[config.mk]
export PLATFORM = sky130hd
export DESIGN_NAME = branch_pred_unit
export DESIGN_NICKNAME = d
export VERILOG_FILES = /design/src/rtl/branch_pred_unit.sv
export SDC_FILE = /design/constraint.sdc
export NUM_CORES = 1
export LEC_CHECK = 0
export CAP_MARGIN = 20
export CORE_ASPECT_RATIO = 0.8
export CORE_UTILIZATION = 55
export CTS_CLUSTER_DIAMETER = 50
export CTS_CLUSTER_SIZE = 40
export DETAILED_ROUTE_END_ITERATION = 7
export GPL_TIMING_DRIVEN = 0
export MAX_ROUTING_LAYER = met4
export PLACE_DENSITY = 0.82
export SLEW_MARGIN = 20
export SYNTH_ARGS = -nofsm -noshare
export SYNTH_HDL_FRONTEND = slang
export SYNTH_SLANG_ARGS = --single-unit
export TNS_END_PERCENT = 50
[constraint.sdc]
create_clock -name clk -period 5.3 [get_ports clk]
set_input_delay 1.06 -clock clk [delete_from_list [all_inputs] [get_ports clk]]
set_output_delay 1.06 -clock clk [all_outputs]
set_load 0.05 [all_outputs]
[src/rtl/branch_pred_unit.sv]
// -----------------------------------------------------------------------------
// branch_pred_unit
//   Bimodal branch predictor (table of 2-bit saturating counters) combined with
//   the branch resolve stage: evaluates the branch condition, computes the
//   target, detects mispredicts and issues a registered one-cycle redirect.
//
// Ports
//   clk, rst                  clock, asynchronous active-low reset
//   pred_pc_i / pred_taken_o  fetch-side lookup (combinational table read)
//   res_valid_i, stall_i      resolve request valid, pipeline stall (hold)
//   sel_i                     branch kind (BEQ..BGEU, J; 7 = not a branch)
//   data1_i, data2_i          compare operands; data1_i is also the JALR base
//   pc_i, imm_i, is_jalr_i    branch PC, offset, JALR select
//   pred_taken_i              prediction made for this branch at fetch
//   redirect_o, redirect_addr_o  registered redirect pulse and target
//   br_cnt_o, miss_cnt_o      resolved-branch and mispredict counters
// -----------------------------------------------------------------------------
module branch_pred_unit #(
   parameter int XLEN      = 32,
   parameter int AW        = 16,
   parameter int BHT_DEPTH = 64
) (
   input  logic            clk,
   input  logic            rst,
   input  logic [AW-1:0]   pred_pc_i,
   output logic            pred_taken_o,
   input  logic            res_valid_i,
   input  logic            stall_i,
   input  logic [2:0]      sel_i,
   input  logic [XLEN-1:0] data1_i,
   input  logic [XLEN-1:0] data2_i,
   input  logic [AW-1:0]   pc_i,
   input  logic [AW-1:0]   imm_i,
   input  logic            is_jalr_i,
   input  logic            pred_taken_i,
   output logic            redirect_o,
   output logic [AW-1:0]   redirect_addr_o,
   output logic [31:0]     br_cnt_o,
   output logic [31:0]     miss_cnt_o
);

   localparam int IW = $clog2(BHT_DEPTH);

   typedef enum logic [2:0] {
      BR_BEQ  = 3'd0,
      BR_BNE  = 3'd1,
      BR_BLT  = 3'd2,
      BR_BGE  = 3'd3,
      BR_BLTU = 3'd4,
      BR_BGEU = 3'd5,
      BR_J    = 3'd6,
      BR_NONE = 3'd7
   } br_sel_e;

   logic [1:0]    bht_q [BHT_DEPTH];
   logic          redirect_q;
   logic [AW-1:0] redirect_addr_q;
   logic [31:0]   br_cnt_q,  br_cnt_d;
   logic [31:0]   miss_cnt_q, miss_cnt_d;

   br_sel_e       sel;
   logic          is_branch, is_cond, shadow, accept, taken, mispredict;
   logic [AW-1:0] jalr_sum, target, fall_thru, redirect_addr_d;
   logic [IW-1:0] pred_idx, upd_idx;
   logic [1:0]    ctr_cur, ctr_d;

   // Low PC bits and bits above the index do not address the table.
   logic unused_pred_pc;
   assign unused_pred_pc = ^{pred_pc_i[1:0], pred_pc_i[AW-1:IW+2]};

   assign sel      = br_sel_e'(sel_i);
   assign pred_idx = pred_pc_i[IW+1:2];
   assign upd_idx  = pc_i[IW+1:2];

   // Plain read of the registered table: a same-cycle update to the same
   // entry is not visible until the next cycle.
   assign pred_taken_o = bht_q[pred_idx][1];

   // The cycle carrying a redirect is the shadow of the mispredicted branch;
   // anything presented then is on the wrong path and is discarded.
   assign shadow    = redirect_q;
   assign is_branch = (sel != BR_NONE);
   assign is_cond   = is_branch && (sel != BR_J);
   assign accept    = res_valid_i && !stall_i && !shadow && is_branch;

   // NOTE: every always_comb output gets a default first so no latch is inferred.
   always_comb begin
      taken = 1'b0;
      unique case (sel)
         BR_BEQ:  taken = (data1_i == data2_i);
         BR_BNE:  taken = (data1_i != data2_i);
         BR_BLT:  taken = ($signed(data1_i) <  $signed(data2_i));
         BR_BGE:  taken = ($signed(data1_i) >= $signed(data2_i));
         BR_BLTU: taken = (data1_i <  data2_i);
         BR_BGEU: taken = (data1_i >= data2_i);
         BR_J:    taken = 1'b1;
         default: taken = 1'b0;
      endcase
   end

   assign jalr_sum   = data1_i[AW-1:0] + imm_i;
   assign target     = is_jalr_i ? {jalr_sum[AW-1:1], 1'b0} : (pc_i + imm_i);
   assign fall_thru  = pc_i + AW'(4);
   assign mispredict = accept && (taken != pred_taken_i);

   always_comb begin
      ctr_cur = bht_q[upd_idx];
      ctr_d   = ctr_cur;
      if (taken && ctr_cur != 2'b11)
         ctr_d = ctr_cur + 2'd1;
      else if (!taken && ctr_cur != 2'b00)
         ctr_d = ctr_cur - 2'd1;
   end

   assign redirect_addr_d = mispredict ? (taken ? target : fall_thru) : redirect_addr_q;
   assign br_cnt_d        = br_cnt_q   + 32'(accept);
   assign miss_cnt_d      = miss_cnt_q + 32'(mispredict);

   // NOTE: the counter table is reset explicitly because a cold predictor must
   // start weakly not-taken; this forces it into flops rather than a RAM macro.
   always_ff @(posedge clk or negedge rst) begin
      if (!rst) begin
         for (int i = 0; i < BHT_DEPTH; i++) bht_q[i] <= 2'b01;
         redirect_q      <= 1'b0;
         redirect_addr_q <= '0;
         br_cnt_q        <= '0;
         miss_cnt_q      <= '0;
      end else begin
         // NOTE: state uses non-blocking assignments so every flop samples
         // the pre-edge values regardless of statement order.
         if (accept && is_cond) bht_q[upd_idx] <= ctr_d;
         redirect_q      <= mispredict;
         redirect_addr_q <= redirect_addr_d;
         br_cnt_q        <= br_cnt_d;
         miss_cnt_q      <= miss_cnt_d;
      end
   end

   assign redirect_o      = redirect_q;
   assign redirect_addr_o = redirect_addr_q;
   assign br_cnt_o        = br_cnt_q;
   assign miss_cnt_o      = miss_cnt_q;

endmodule

==> results of run 1 <==
cell families after synthesis:
family	synth area share, %
compound gates	18.8
xor+xnor	6.15
fa+ha+maj	6.96
buf+inv	3.38
flops	41.5
mux	7.07
simple gates	16.1
power breakdown:
part / internal (mW) / switching (mW) / leakage (nW) / total, mW
logic: 0.538 / 0.918 / 3.61 / 1.46
clock network: 0.717 / 0.716 / 0.312 / 1.43
registers: 1.80 / 0.140 / 2.62 / 1.94
timing repair:
action,4_1_cts,5_1_grt
setup buffers,6,4
setup endpoints to repair,147,134
pin swaps,6,8
gates resized for setup,24,47
gates cloned,0,1
cell type report:
cell class,count,area [µm²]
inverters,50,188
multi-input cells,1008,7250
clock buffers,20,479
clock inverters,12,165
flip-flops and latches,209,5310
well taps,306,383
plain buffers,62,288
fillers,1673,6590
repair buffers,202,2030
layout by cell type (no fill, tap or decap), types with 8 or more instances in the layout:
| cell | n |
|---|---|
| inv_1 | 50 |
| buf_4 | 11 |
| clkbuf_1 | 24 |
| nor2b_1 | 8 |
| xor2_1 | 23 |
| clkbuf_2 | 20 |
| nor3_1 | 10 |
| clkbuf_16 | 19 |
| a211oi_1 | 11 |
| buf_1 | 11 |
| a21oi_1 | 39 |
| dfrtp_1 | 145 |
| a22oi_1 | 36 |
| nand2b_1 | 8 |
| nand2_1 | 235 |
| nor2_1 | 43 |
| a22o_1 | 8 |
| nand4_1 | 26 |
| mux2i_1 | 14 |
| a31oi_1 | 12 |
| ha_1 | 64 |
| o31ai_1 | 132 |
| a21o_1 | 8 |
| mux2_2 | 10 |
| nand3_1 | 44 |
| o21a_1 | 8 |
| a221oi_1 | 12 |
| clkdlybuf4s50_1 | 188 |
| xnor2_1 | 67 |
| o21ai_0 | 38 |
| mux2_1 | 12 |
| mux4_2 | 23 |
| dfstp_2 | 64 |
| and3_1 | 19 |
metal layers:
layer  global-route usage [%]  vias to the layer above  share of wire, %
li1                         -                     5371                 -
met1                     44.7                     5633                43
met2                     46.6                      605                44
met3                     5.56                      129               9.9
met4                     10.3                        0               3.7
met5                        -                        -                 0
registers in the layout (all words and copies together), names as in the netlist:
name / count
bht_q: 128
br_cnt_o: 32
miss_cnt_o: 32
redirect_addr_o: 16
redirect_o: 1
stage by stage:
stage	worst slack, ps	setup TNS, ps	hold WS [ps]
2_1_floorplan	39.0	0	449
3_3_place_gp	-5310	-1087080	458
3_5_place_dp	-1190	-146430	463
4_1_cts	5.71	0	409
5_1_grt	-55.5	-232	420
6_report	13.7	0	413
worst paths after layout:
kind	startpoint	to	slack (ps)	cells after the start
setup / recovery	pc_i[3]	bht_q[81]$_DFFE_PN0P_	10	16
min in group clk	miss_cnt_o[31]$_DFF_PN0_	miss_cnt_o[31]$_DFF_PN0_	470	1
hold reg to reg	miss_cnt_o[31]$_DFF_PN0_	miss_cnt_o[31]$_DFF_PN0_	470	1
setup reg to reg	bht_q[112]$_DFFE_PN1P_	bht_q[10]$_DFFE_PN1P_	1510	13
hold / removal	rst	miss_cnt_o[20]$_DFF_PN0_	410	1
max in group asynchronous	rst	bht_q[80]$_DFFE_PN1P_	3710	3
==> run_results.csv, run 1 <==
group,metric,value,unit
run_status,run_status,"finished, final reports clean",
die,pin_count,203,
clocking,holdBufCountCts,0,
placed_design,post_dp_cell_area,15200,µm²
routing,vias_per_cell,6.28,
synthesis,synth-async-reset-ratio,100,%
die,die_area,23900,µm²
pwr,power.density,300,nW/µm²
global_route,grt_pass1_vias,11300,
routing,wl_per_cell,19.9,µm
clocking,cts_made_buffers,18,
setup_path,slowest_delay,620,ps
placed_design,post-dp-hpwl,27100,µm
synthesis,ys_seq_area_share,41.5,%
timing,clock.fmax,189,MHz
global_route,grt_max_degree,97,
synthesis,synth_warnings,0,
setup_path,path_class,"in -> reg",
synthesis,synth_seq_cells,209,
clocking,cts_buffer_depth,3,
clocking,clk_pin_slew,80,ps
setup_path,cp.arrival,5660,ps
setup_path,endpoint_kind,"register",
finish,syn2layout_area_growth,25.7,%
synthesis,syn_avg_cell_area,9.64,µm²
clocking,cts.sink_count,209,
timing,setup_viol_count_final,0,
finish,drive_above_1_share,13.1,%
timing,fin_crit,5290,ps
finish,finish.instance_area,16100,µm²
die,initial_core_util,56.5,%
finish,fin_cells,1869,
synthesis,synthCells,1328,
die,rows,49,
die,chipWidth,173,µm
synthesis,yosys-top-cells-area,"dfrtp_1 28%, dfstp_2 13%, o31ai_1 7.8%, nand2_1 6.9%, ha_1 6.6%",
pwr,ir_drop,0.302,mV
clocking,cts_tree,"done",
placed_design,port_buffers,189,
flow_run,max_cap_violations,0,
synthesis,synth_edf_count,0,
placed_design,place_congestion,0.970,
timing,hold_violations,0,
synthesis,yosysTopAreaCell,"dfrtp_1",
synthesis,synth.most_common_cell,"nand2_1",
synthesis,syn-num-nets,1519,
setup_path,cp_top_family,"buffers and inverters",
die,die_h,138,µm
global_route,grt_remaining_overflow,0,
finish,fin_util,71.0,%
die,core,22700,µm²
worst_hold_path,worstHoldPathType,"in -> async",
routing,wl,37200,µm
clocking,clkLatencyLatePin,510,ps
pwr,total_power,4.83,mW
finish,n_antenna_cell,0,
global_route,antenna_found_initial,0,
global_route,grt_use_total,31.8,%
synthesis,ys.flop_type,"dfrtp_1",
setup_path,slowest_stage,"clkdlybuf4s50_1",
clocking,htreeDepth,1,
synthesis,synthTopCellsByCount,"235 x nand2_1, 145 x dfrtp_1, 133 x o31ai_1",
setup_path,cp_cell_sequence,"clkdlybuf4s50_1 -> buf_2 -> nor3b_2 -> clkbuf_2 -> buf_2 -> a22oi_1 -> a31oi_1 -> a21oi_1 -> nand3b_1 -> inv_1 -> ha_1 -> nor2b_1 -> o21ai_0 -> o31ai_4 -> buf_1 -> o31ai_1",
routing,drc,0,
timing,fin_crit_sh,99.7,%
setup_path,worst-path-buf-inv,6,
global_route,grt_pass1_wl,59600,µm
synthesis,netlist.area_leader.share,28.3,%
timing,rsz0062_at_grt,"true",
finish,nNetsFinal,1742,
routing,antenna_left,0,
setup_path,start_kind,"primary input",
setup_path,crit_top_cell,"buf_2",
timing,worstMarginPinSlew,1080,ps
placed_design,place_inst,1826,
synthesis,synth_cell_types,66,
timing,slew_viol_final,0,
pwr,p_leak,6.54,nW
clocking,clockRootBuffer,"clkbuf_16",
setup_path,worst-endpoint-required,5680,ps
timing,finClkSkew,17.9,ps
setup_path,path_max_fanout,10,
timing,timing.slew.headroom,27.6,%
routing,first_pass_iters,7,
routing,drt_iter0_drc,1236,
synthesis,synth_area,12800,µm²
routing,vias,11700,
No activity file was read; power rests on OpenSTA's default activity.
==> inputs of run 2 (changes only) <==
==> constraint.sdc (replaced) <==
create_clock -name clk -period 5.09 [get_ports clk]
set_input_delay 1.018 -clock clk [delete_from_list [all_inputs] [get_ports clk]]
set_output_delay 1.018 -clock clk [all_outputs]
set_load 0.05 [all_outputs]
==> run_results.csv, run 2 (synthesized netlist as in run 1, its figures left out) <==
group,metric,value,unit
pwr,power.share.clock,28.9,%
pwr,swShare,36.5,%
die,core,22700,µm²
finish,drive_above_1_share,18.1,%
placed_design,port_buffers,189,
global_route,grt_use_total,32.2,%
finish,syn2layout_area_growth,30.1,%
die,chipWidth,173,µm
run_status,run_status,"finished, violations left",
setup_path,path_class,"in -> reg",
die,die_area,23900,µm²
die,initial_core_util,56.5,%
routing,met2_length,16900,µm
clocking,cts.sink_count,209,
clocking,htreeDepth,1,
clocking,cts_tree,"done",
routing,first_pass_iters,6,
finish,final_cell_mix,"234 x nand2_1, 145 x dfrtp_1, 133 x clkdlybuf4s50_1, 132 x o31ai_1, 67 x xnor2_1",
setup_path,cp.arrival,5580,ps
finish,nNetsFinal,1752,
pwr,p_switching,1.84,mW
global_route,grt_remaining_overflow,0,
finish,layout_commonest_cell,"nand2_1",
timing,hold_violations,0,
clocking,clk_pin_slew,90,ps
flow_run,max_cap_violations,0,
timing,worstMarginPinSlew,1140,ps
clocking,cts_made_buffers,17,
pwr,ir_drop,0.252,mV
clocking,holdBufCountCts,0,
timing,fin_tns_setup,-2550,ps
timing,setup_viol_count_final,77,
timing,slew_viol_final,0,
finish,finish.instance_area,16700,µm²
finish,largest_reg_flops,128,
routing,wl_met1,16200,µm
pwr,p_leak,7.09,nW
clocking,cts_buffer_depth,3,
finish,fin_util,73.5,%
placed_design,pre_cts_ws,-1440,ps
pwr,power.internal,3.19,mW
routing,vias,11900,
clocking,clockRootBuffer,"clkbuf_16",
finish,top_register,"bht_q",
routing,wl,38200,µm
timing,finClkSkew,20.8,ps
global_route,antenna_found_initial,1,
pwr,total_power,5.02,mW
die,die_h,138,µm
timing,clock.fmax,194,MHz
routing,drt_iter0_drc,1249,
placed_design,post_dp_cell_area,15500,µm²
placed_design,post-dp-hpwl,27200,µm
routing,dr_wl_met3,3890,µm
setup_path,worst-endpoint-required,5510,ps
worst_hold_path,worstHoldPathType,"in -> async",
pwr,power.density,301,nW/µm²
die,rows,49,
clocking,clkLatencyLatePin,500,ps
setup_path,path_max_fanout,10,
placed_design,place_inst,1825,
die,pin_count,203,
routing,antenna_left,0,
timing,fin_crit_sh,101,%
routing,vias_per_cell,6.34,
routing,top_layer_used,"met4",
timing,fin_hold_ws,350,ps
finish,fin_cells,1878,
global_route,grt_pass1_vias,11200,
setup_path,endpoint_kind,"register",
pwr,p_seq_share,40.1,%
setup_path,start_kind,"primary input",
timing,timing.slew.headroom,23.4,%
timing,fin_crit,5160,ps
run_status,violations,"negative setup slack",
global_route,grt_max_degree,99,
routing,wl_per_cell,20.4,µm
routing,drc,0,
placed_design,place_congestion,0.939,
global_route,grt_pass1_wl,59800,µm
timing,finalWorstSetupSlack,-74.7,ps
pwr,combPwrFrac,31.0,%
run 2: cell count changes in the layout (fill, tap and decap cells not counted), sizes merged:
cell,previous run,this run
clkinv,5,2
dlygate4sd2,0,6
clkdlybuf4s50,188,133
bufinv,0,1
inv,57,58
buf,31,41
dlymetal6s2s,0,49
o31ai,135,134
diode,0,1
run 2: power groups by stage:
stage / Sequential [mW] / Combinational (mW) / Clock, mW
6_report: 2.02 / 1.56 / 1.45
5_1_grt: 2.03 / 1.65 / 1.53
4_1_cts: 2.01 / 1.52 / 1.46
3_5_place_dp: 2.04 / 1.49 / 0
3_3_place_gp: 2.03 / 1.45 / 0
2_1_floorplan: 2.34 / 0.598 / 0
run 2: path summary, 6_finish.rpt:
path / startpoint / endpoint / slack, ps / cells past startpoint
setup / recovery: pc_i[3] / bht_q[54]$_DFFE_PN1P_ / -70 / 14
hold / removal: rst / miss_cnt_o[6]$_DFF_PN0_ / 350 / 1
setup reg to reg: bht_q[120]$_DFFE_PN1P_ / bht_q[54]$_DFFE_PN1P_ / 1450 / 14
hold reg to reg: bht_q[70]$_DFFE_PN1P_ / bht_q[70]$_DFFE_PN1P_ / 470 / 2
max in group asynchronous: rst / bht_q[72]$_DFFE_PN1P_ / 3520 / 3
min in group clk: bht_q[70]$_DFFE_PN1P_ / bht_q[70]$_DFFE_PN1P_ / 470 / 2
run 2: metal layers:
layer | GRT usage [%] | up-vias
li1 | - | 5395
met4 | 10.2 | 0
met1 | 44.8 | 5720
met5 | - | -
met3 | 6.11 | 123
met2 | 47.7 | 664
run 2: repair_timing:
item / CTS / global route
setup buffers: 10 / 13
setup endpoints to repair: 151 / 137
gates resized for setup: 46 / 113
pin swaps: 11 / 33
run 2: cell type report:
type                       count  area [µm²]
clock inverter                11         174
sequential                   209        5310
fill                        1621        6020
timing repair buffer         214        2240
tap                          306         383
clock buffer                  18         439
inverter                      50         200
multi-input combinational   1007        7610
buffer                        62         303
antenna                        1        2.50
run 2: worst max-delay path, stage by stage:
cell,delay (ps)
clkdlybuf4s50_1,610
buf_2,330
nor3b_4,380
clkbuf_2,420
buf_2,420
a22oi_1,150
a31oi_1,310
a21oi_1,90
nand3b_1,230
ha_1,270
nand3_1,240
a21oi_4,460
clkbuf_1,450
o31ai_1,170
==> inputs of run 3 (changes only) <==
--- a/config.mk
+++ b/config.mk
@@ -7,13 +7,13 @@
 export LEC_CHECK = 0
 export CAP_MARGIN = 20
 export CORE_ASPECT_RATIO = 0.8
-export CORE_UTILIZATION = 55
+export CORE_UTILIZATION = 59
 export CTS_CLUSTER_DIAMETER = 50
 export CTS_CLUSTER_SIZE = 40
 export DETAILED_ROUTE_END_ITERATION = 7
 export GPL_TIMING_DRIVEN = 0
 export MAX_ROUTING_LAYER = met4
-export PLACE_DENSITY = 0.82
+export PLACE_DENSITY = 0.87
 export SLEW_MARGIN = 20
 export SYNTH_ARGS = -nofsm -noshare
 export SYNTH_HDL_FRONTEND = slang
==> constraint.sdc (replaced) <==
create_clock -name clk -period 6.1 [get_ports clk]
set_input_delay 1.22 -clock clk [delete_from_list [all_inputs] [get_ports clk]]
set_output_delay 1.22 -clock clk [all_outputs]
set_load 0.05 [all_outputs]
==> run_results.csv, run 3 (synthesized netlist as in run 1, its figures left out) <==
group,metric,value,unit
routing,antenna_left,0,
timing,finClkSkew,18.3,ps
global_route,grt_max_degree,90,
worst_hold_path,worstHoldPathType,"reg -> reg",
die,die_h,134,µm
finish,layout_commonest_cell,"nand2_1",
setup_path,cp_cell_sequence,"clkdlybuf4s50_1 -> inv_1 -> nor3b_1 -> clkbuf_2 -> clkbuf_1 -> a22oi_1 -> a31oi_1 -> a2111oi_0 -> nand3b_1 -> ha_1 -> nand3_1 -> a21oi_2 -> clkbuf_1 -> o31ai_1",
timing,hold_violations,0,
pwr,p_seq_share,40.2,%
global_route,grt_pass1_vias,11800,
timing,fin_tns_setup,0,ps
setup_path,cp_top_family,"buffers and inverters",
routing,first_pass_iters,6,
pwr,ir_drop,0.175,mV
global_route,grt_remaining_overflow,0,
clocking,htreeDepth,1,
global_route,grt_pass1_wl,61500,µm
routing,vias_per_cell,6.56,
setup_path,worst-endpoint-required,6470,ps
placed_design,place_congestion,0.956,
global_route,grt_use_total,35.9,%
worst_hold_path,holdPathStages,2,
routing,drc,0,
finish,largest_reg_flops,128,
setup_path,slowest_stage,"clkdlybuf4s50_1",
setup_path,path_max_fanout,10,
clocking,cts.sink_count,209,
die,die_area,22300,µm²
placed_design,post-dp-hpwl,27600,µm
setup_path,ff2ff_path_depth,11,
die,pin_count,203,
placed_design,port_buffers,189,
timing,worstMarginPinSlew,1030,ps
die,rows,47,
setup_path,path_class,"in -> reg",
setup_path,r2r_slack,2200,ps
clocking,holdBufCountCts,0,
flow_run,max_cap_violations,0,
timing,fin_crit_sh,98.6,%
routing,wl_per_cell,21.1,µm
setup_path,slowest_delay,740,ps
finish,top_register,"bht_q",
die,core,21000,µm²
routing,vias,12000,
run_status,run_status,"finished, final reports clean",
pwr,power.density,263,nW/µm²
timing,slew_viol_final,0,
setup_path,r2r-start,"bht_q[9]$_DFFE_PN0P_",
worst_hold_path,holdPathEnd,"bht_q[108]$_DFFE_PN1P_",
finish,n_antenna_cell,0,
pwr,p_switching,1.54,mW
timing,timing.slew.headroom,30.9,%
setup_path,start_kind,"primary input",
timing,setup_viol_count_final,0,
timing,clock.fmax,166,MHz
clocking,clk_pin_slew,90,ps
die,chipWidth,167,µm
finish,syn2layout_area_growth,24.1,%
finish,drive_above_1_share,10.9,%
setup_path,reg2reg_to,"bht_q[25]$_DFFE_PN0P_",
pwr,power.internal,2.64,mW
clocking,cts_made_buffers,19,
routing,wl,38600,µm
pwr,power.share.clock,30.0,%
setup_path,crit_top_cell,"clkbuf_1",
pwr,combPwrFrac,29.9,%
setup_path,worst-path-buf-inv,5,
clocking,clkLatencyLatePin,520,ps
setup_path,endpoint_kind,"register",
finish,fin_util,75.7,%
routing,drt_iter0_drc,1759,
pwr,p_leak,6.46,nW
pwr,swShare,36.8,%
die,initial_core_util,61.0,%
timing,fin_crit,6020,ps
clocking,cts_tree,"done",
clocking,clockRootBuffer,"clkbuf_16",
clocking,cts_buffer_depth,3,
global_route,antenna_found_initial,0,
finish,nNetsFinal,1740,
finish,final_cell_mix,"235 x nand2_1, 188 x clkdlybuf4s50_1, 145 x dfrtp_1, 132 x o31ai_1",
worst_hold_path,hp-start,"bht_q[108]$_DFFE_PN1P_",
setup_path,cp.arrival,6390,ps
## run 3: worst max path at each step
stage                 from                        to  slack, ps  cells past startpoint
2_1_floorplan  data2_i[30]  miss_cnt_o[28]$_DFF_PN0_        470                     19
3_3_place_gp           rst     bht_q[43]$_DFFE_PN0P_      -4590                      1
3_5_place_dp   data2_i[14]  miss_cnt_o[24]$_DFF_PN0_      -1040                     20
4_1_cts        data2_i[30]  miss_cnt_o[24]$_DFF_PN0_          6                     20
5_1_grt        data2_i[31]  miss_cnt_o[24]$_DFF_PN0_        -20                     20
6_report           pc_i[2]     bht_q[25]$_DFFE_PN0P_         80                     14
## run 3: power by group through the flow
stage	Clock [mW]	Sequential [mW]	Combinational, mW
6_report	1.25	1.68	1.25
4_1_cts	1.26	1.67	1.22
3_5_place_dp	0	1.69	1.21
2_1_floorplan	0	1.95	0.480
3_3_place_gp	0	1.69	1.18
5_1_grt	1.31	1.70	1.32
## run 3: what timing repair did
item | 4_1_cts | 5_1_grt
setup buffers | 0 | 9
resized for setup | 7 | 16
endpoints found under the setup margin | 13 | 132
pin swaps | 4 | 4
## run 3: stage by stage
| step | power [mW] | hold slack (ps) | instances | setup slack, ps | cell area, µm² |
|---|---|---|---|---|---|
| 2_1_floorplan | 2.43 | 449 | 1328 | 468 | 12800 |
| 3_3_place_gp | 2.87 | 458 | 1786 | -4590 | 15000 |
| 3_5_place_dp | 2.91 | 462 | 1788 | -1040 | 15100 |
| 4_1_cts | 4.16 | 474 | 1822 | 6.46 | 15800 |
| 5_1_grt | 4.33 | 487 | 1831 | -23.9 | 15900 |
| 6_report | 4.18 | 473 | 1831 | 82.4 | 15900 |
## run 3: area by class of cell
| cell class | count | area [µm²] |
|---|---|---|
| repair buffers | 200 | 2020 |
| plain buffers | 62 | 262 |
| fillers | 1490 | 5100 |
| clock buffers | 21 | 483 |
| inverters | 50 | 188 |
| flip-flops and latches | 209 | 5310 |
| well taps | 269 | 337 |
| multi-input cells | 1007 | 7120 |
| clock inverters | 13 | 166 |
## run 3: tightest hold or removal path, stage by stage (launching register included)
cell and delay (ps):
dfstp_2 380, nand2_1 40, o31ai_1 50
## run 3: layer usage
layer / GRT usage (%) / part of all wire (%)
met1: 46.6 / 40
met2: 54.5 / 45
met3: 8.44 / 11
met4: 14.9 / 4.7
met5: - / 0
